**src/rtl/data_bus_arbiter.sv**
```systemverilog
// data_bus_arbiter: round-robin arbiter and transaction sequencer sharing one data-bus port between two masters.
// Define BUS_TIMEOUT_EN to add a watchdog that aborts transactions stalled on Waitreq.
module data_bus_arbiter #(
  parameter int TIMEOUT_CYCLES = 15
) (
  input  logic        Clock,
  input  logic        Resetn,
  input  logic        M0Req,
  input  logic        M1Req,
  input  logic        M0Write,
  input  logic        M1Write,
  input  logic [15:0] M0Addr,
  input  logic [15:0] M1Addr,
  input  logic [15:0] M0WData,
  input  logic [15:0] M1WData,
  output logic [15:0] M0RData,
  output logic [15:0] M1RData,
  output logic        M0Done,
  output logic        M1Done,
  output logic        Error,
  output logic [1:0]  Grant,
  output logic [15:0] DataAddr,
  output logic [15:0] BusIn,
  output logic        ReadData,
  output logic        WriteData,
  input  logic [15:0] BusOut,
  input  logic        Waitreq
);

  typedef enum logic [1:0] {IDLE, ACCESS, RESP} state_t;

  state_t      state, state_next;
  logic [1:0]  grant, grant_next;
  logic        last_grant;
  logic [15:0] addr_l, wdata_l;
  logic        write_l;
  logic [15:0] rdata0, rdata1;
  logic        load, complete, abort, timeout_hit;

  always_ff @(posedge Clock or negedge Resetn) begin
    if (!Resetn) begin
      state      <= IDLE;
      grant      <= 2'b00;
      last_grant <= 1'b1;
    end else begin
      state <= state_next;
      grant <= grant_next;
      if (complete || abort)
        last_grant <= grant[1];
    end
  end

  always_comb begin
    state_next = state;
    grant_next = grant;
    load       = 1'b0;
    complete   = 1'b0;
    abort      = 1'b0;
    case (state)
      IDLE: begin
        if (M0Req || M1Req) begin
          load       = 1'b1;
          state_next = ACCESS;
          // On a tie the master served last yields.
          if (M0Req && M1Req)
            grant_next = last_grant ? 2'b01 : 2'b10;
          else
            grant_next = M0Req ? 2'b01 : 2'b10;
        end
      end
      ACCESS: begin
        if (!Waitreq) begin
          complete   = 1'b1;
          state_next = RESP;
        end else if (timeout_hit) begin
          abort      = 1'b1;
          state_next = RESP;
        end
      end
      RESP: begin
        state_next = IDLE;
        grant_next = 2'b00;
      end
      default: begin
        state_next = IDLE;
        grant_next = 2'b00;
      end
    endcase
  end

  // Request fields are captured once at grant so the bus sees a stable transaction.
  always_ff @(posedge Clock or negedge Resetn) begin
    if (!Resetn) begin
      addr_l  <= 16'h0000;
      wdata_l <= 16'h0000;
      write_l <= 1'b0;
    end else if (load) begin
      addr_l  <= grant_next[1] ? M1Addr  : M0Addr;
      wdata_l <= grant_next[1] ? M1WData : M0WData;
      write_l <= grant_next[1] ? M1Write : M0Write;
    end
  end

  always_ff @(posedge Clock or negedge Resetn) begin
    if (!Resetn) begin
      rdata0 <= 16'h0000;
      rdata1 <= 16'h0000;
    end else if (!write_l && (complete || abort)) begin
      if (grant[0])
        rdata0 <= complete ? BusOut : 16'hDEAD;
      if (grant[1])
        rdata1 <= complete ? BusOut : 16'hDEAD;
    end
  end

`ifdef BUS_TIMEOUT_EN
  logic [3:0] wait_cnt;
  logic       err_l;

  always_ff @(posedge Clock or negedge Resetn) begin
    if (!Resetn) begin
      wait_cnt <= 4'd0;
      err_l    <= 1'b0;
    end else begin
      if (load)
        wait_cnt <= 4'd0;
      else if (state == ACCESS && Waitreq && wait_cnt != 4'hF)
        wait_cnt <= wait_cnt + 4'd1;
      if (load)
        err_l <= 1'b0;
      else if (abort)
        err_l <= 1'b1;
    end
  end

  assign timeout_hit = (wait_cnt == 4'(TIMEOUT_CYCLES));
  assign Error       = (state == RESP) && err_l;
`else
  localparam logic [3:0] unused_timeout = 4'(TIMEOUT_CYCLES);
  assign timeout_hit = 1'b0;
  assign Error       = 1'b0;
`endif

  assign ReadData  = (state == ACCESS) && !write_l;
  assign WriteData = (state == ACCESS) && write_l;
  assign DataAddr  = addr_l;
  assign BusIn     = wdata_l;
  assign Grant     = grant;
  assign M0Done    = (state == RESP) && grant[0];
  assign M1Done    = (state == RESP) && grant[1];
  assign M0RData   = rdata0;
  assign M1RData   = rdata1;

endmodule
```
**config.mk**
```make
export PLATFORM = sky130hd
export DESIGN_NAME = data_bus_arbiter
export DESIGN_NICKNAME = d
export VERILOG_FILES = /design/src/rtl/data_bus_arbiter.sv
export SDC_FILE = /design/constraint.sdc
export NUM_CORES = 1
export LEC_CHECK = 0
export ABC_CLOCK_PERIOD_IN_PS = 1900
export BUFFER_PORTS_ARGS = -buffer_cell sky130_fd_sc_hd__buf_2
export CORE_AREA = 8 8 92 94
export DETAILED_ROUTE_END_ITERATION = 12
export DIE_AREA = 0 0 100 102
export PLACE_DENSITY = 0.85
export SETUP_SLACK_MARGIN = 0.3
export SYNTH_ARGS = -nofsm -noshare
export SYNTH_HDL_FRONTEND = slang
export SYNTH_SLANG_ARGS = --single-unit
```
**constraint.sdc**
```tcl
create_clock -name Clock -period 1.9 [get_ports Clock]
set_input_delay 0.38 -clock Clock [delete_from_list [all_inputs] [get_ports Clock]]
set_output_delay 0.38 -clock Clock [all_outputs]
set_load 0.02 [all_outputs]
```
==> results by group <==
Floorplan
  – Die height: slightly above 100 µm
  – Die footprint: 10200 µm²
  – IO Count: between 150 and 200
  – Initial Utilization: 43.0%
  – Rows: 31
  – Die width: 100 µm
  – Core area: 7060 µm²

Drt
  – 1st-iter DRT viols: 83
  – Post-DRT Antenna Nets: 0
  – Via Count: 2549
  – DRT Wirelength: roughly 9600 µm
  – DR pass1 iterations: 4
  – Drt via density: 5.17
  – Residual DRC count: 0
  – WL per Instance: 19.4 µm

Critical path
  – Slowest stage cell, crit path: dfrtp_2
  – Crit path launch type: flip-flop
  – CP arrival: 1.27 ns
  – Critical path, cell by cell: and2b_4, and2_4, buf_6
  – CP Depth: 3
  – WS Path Type: reg2out
  – Worst Path Buf+Inv: 1
  – CP Capture Type: output port
  – Top delay family on crit path: flip-flops
  – Reg2Reg Depth: 6
  – Worst path required time: 1.52 ns
  – Crit-path max cell delay: 0.43 ns
  – Largest fanout on the critical path: 4

Power
  – Clock share of power: 15.6%
  – Internal Power: 0.00470 W
  – Switching part of the total: 40.2%
  – Gate power share: between 50% and 60%
  – Sequential share of power: 34.5%
  – Leakage: between 2 and 2.5 nW
  – Switching pwr: 0.00315 W
  – Power per cell area: 1780 nW/µm²
  – Peak VDD IR: 0.000753 V

Final layout
  – Final Instance Count excl. Fillers: 493
  – Post-route cell area: 4420 µm²
  – P&R area growth vs syn: 45.6%
  – Fraction of layout cells with a size suffix above 1: 61.4%
  – Final Core Density: 62.5%
  – Reg area: 1760 µm²
  – Multi-input gate area in the final layout: 1190 µm²
  – Filler Cells Inserted: 551
  – Diode count: 0
  – Final #Nets: 476

Placed design
  – PortBufs: 156
  – Area after DPL: 3940 µm²
  – Gpl congestion: roughly 0.72
  – Detail Placement HPWL: 6600 µm
  – Dpl cells: around 460

Yosys
  – Fraction of registers with async set or reset after synthesis: 100%
  – Post-synth top cells: 69 x dfrtp_1, 33 x a221o_1, 33 x and3_1, 20 x mux2_4, 13 x mux2_2
  – Top cells by area, synth: dfrtp_1 57%, a221o_1 11%, mux2_4 9.9%, and3_1 6.8%, mux2_2 4.8%
  – Post-synthesis sequential area ratio: 57.8%
  – Synth Area per Inst: approximately 14 µm²
  – Dominant cell type by area after synthesis: dfrtp_1
  – Syn nets: 299
  – Post-synth EDFFs: 0
  – Synth Instances: between 200 and 250
  – Synth unique cells: 30
  – Main flop type after synthesis: dfrtp_1
  – Seq cells post-synth: 70
  – Top-area cell type share of the netlist area: 56.9%
  – Syn Std Cell Area: roughly 3000 µm²
  – YS warnings: 0
  – Most used standard cell by instance count after synthesis: dfrtp_1

Clock network
  – Worst-Skew Late Latency: 0.35 ns
  – Clock Tree Buf Depth: 2
  – CTS tree: built
  – Clk slew on worst S/H paths: 0.08 ns
  – Root Buffer: clkbuf_8
  – TritonCTS Buffers: 9
  – H-tree lvl count: 3
  – CTS Sinks: 70

Flow run
  – Maxcap violations: 0

Status
  – Outcome: finished, final reports clean

Global routing
  – Number of global-route vias before repair: 2812
  – Largest net degree at the start of global routing: 38
  – Overall global routing resource usage: 17.3%
  – Initial antenna violation count: 0
  – First-pass GRT wire length: 13800 µm
  – Grt total ovfl: 0

Min path
  – Min-delay worst type: in2reg
  – Hold Crit Depth: 2

Timing
  – Worst hold slack: 0.259 ns
  – Setup TNS: 0 ns
  – Period Utilization, post-route: 86.9%
  – Fmax: about 0.61 GHz
  – Setup Viol. Count Final: 0
  – RSZ-0062 raised after global routing: true
  – Max Slew Vio Count: 0
  – Post-route minimum period: 1.65 ns
  – Final Hold Violating Endpoints: 0
  – Final clock skew: about 0.011 ns
==> state kept, by name (all words and copies together) (netlist names) <==
name	count
M1RData	16
state	2
DataAddr	16
BusIn	16
write_l	1
M0RData	16
Grant	2
last_grant	1
==> final cells by class <==
| cell class | instances | share of cell area (%) |
|---|---|---|
| Clock inverter | 5 | 1.33 |
| Timing Repair Buffer | 182 | 25.8 |
| Multi-Input combinational cell | 124 | 27.0 |
| Inverter | 2 | 0.170 |
| Tap cell | 99 | 2.81 |
| Sequential cell | 70 | 39.8 |
| Clock buffer | 11 | 3.20 |
==> metal layers <==
metal,GRT usage (%),up-vias,part of all wire [%]
met2,29.1,120,49
met3,5.31,10,7.7
met4,6.63,0,1.2
met1,20.4,1254,42
li1,-,1165,-
met5,0,-,0
==> kinds of logic (layout without fill, tap and decap cells) <==
family / after synthesis / after routing / synth area share (%)
flops: 70 / 70 / 57.8
compound gates: 40 / 40 / 13.2
buf+inv: 18 / 200 / 3.09
other cells: 1 / 1 / 0.124
mux: 33 / 33 / 14.7
simple gates: 50 / 50 / 11.0
==> path summary, 6_finish.rpt <==
path,from,end,slack (ns)
setup / recovery,state[1],WriteData,0.25
hold / removal,M0Addr[8],DataAddr[8],0.26
setup reg to reg,state[1],M0RData[11],0.30
hold reg to reg,M1RData[0],M1RData[0],0.50
max in group asynchronous,Resetn,DataAddr[14],0.82
min in group asynchronous,Resetn,state[0],0.53
==> layout by cell type, fill, tap and decap left out, types with 3 or more instances in the layout <==
cell	count
mux2_2	13
mux2_4	20
and3_1	33
clkbuf_16	4
a221o_1	33
clkbuf_8	10
buf_4	15
buf_12	4
buf_6	7
dfrtp_1	67
nand2_1	3
buf_2	151
==> what timing repair did <==
action,in CTS,in global routing
hold buffers,1,0
resized for setup,10,4
cloned,0,5
setup endpoints to repair,69,66
pin swaps,1,2
setup buffers,7,5
hold endpoints to repair,32,0
==> through the flow <==
stage | setup slack [ns] | power (W)
2_1_floorplan | 0.418 | 0.00499
4_1_cts | 0.257 | 0.00765
3_3_place_gp | 0.305 | 0.00614
6_report | 0.248 | 0.00785
3_5_place_dp | 0.218 | 0.00627
5_1_grt | 0.195 | 0.00827
==> worst register-to-register path, stage by stage, from the launching register on <==
cell and delay, ns:
dfrtp_2 0.43, and2b_4 0.25, buf_4 0.10, buf_6 0.11
nand3_4 0.10, clkbuf_16 0.20, mux2_4 0.30
==> power groups by stage <==
stage / registers (W) / logic [W] / clock network, W
global route: 0.00279 / 0.00417 / 0.00132
CTS: 0.00268 / 0.00372 / 0.00124
floorplan: 0.00350 / 0.00149 / 0
global placement: 0.00271 / 0.00343 / 0
detailed placement: 0.00273 / 0.00355 / 0
finish: 0.00271 / 0.00392 / 0.00122
(Power assumes the default switching activity.)
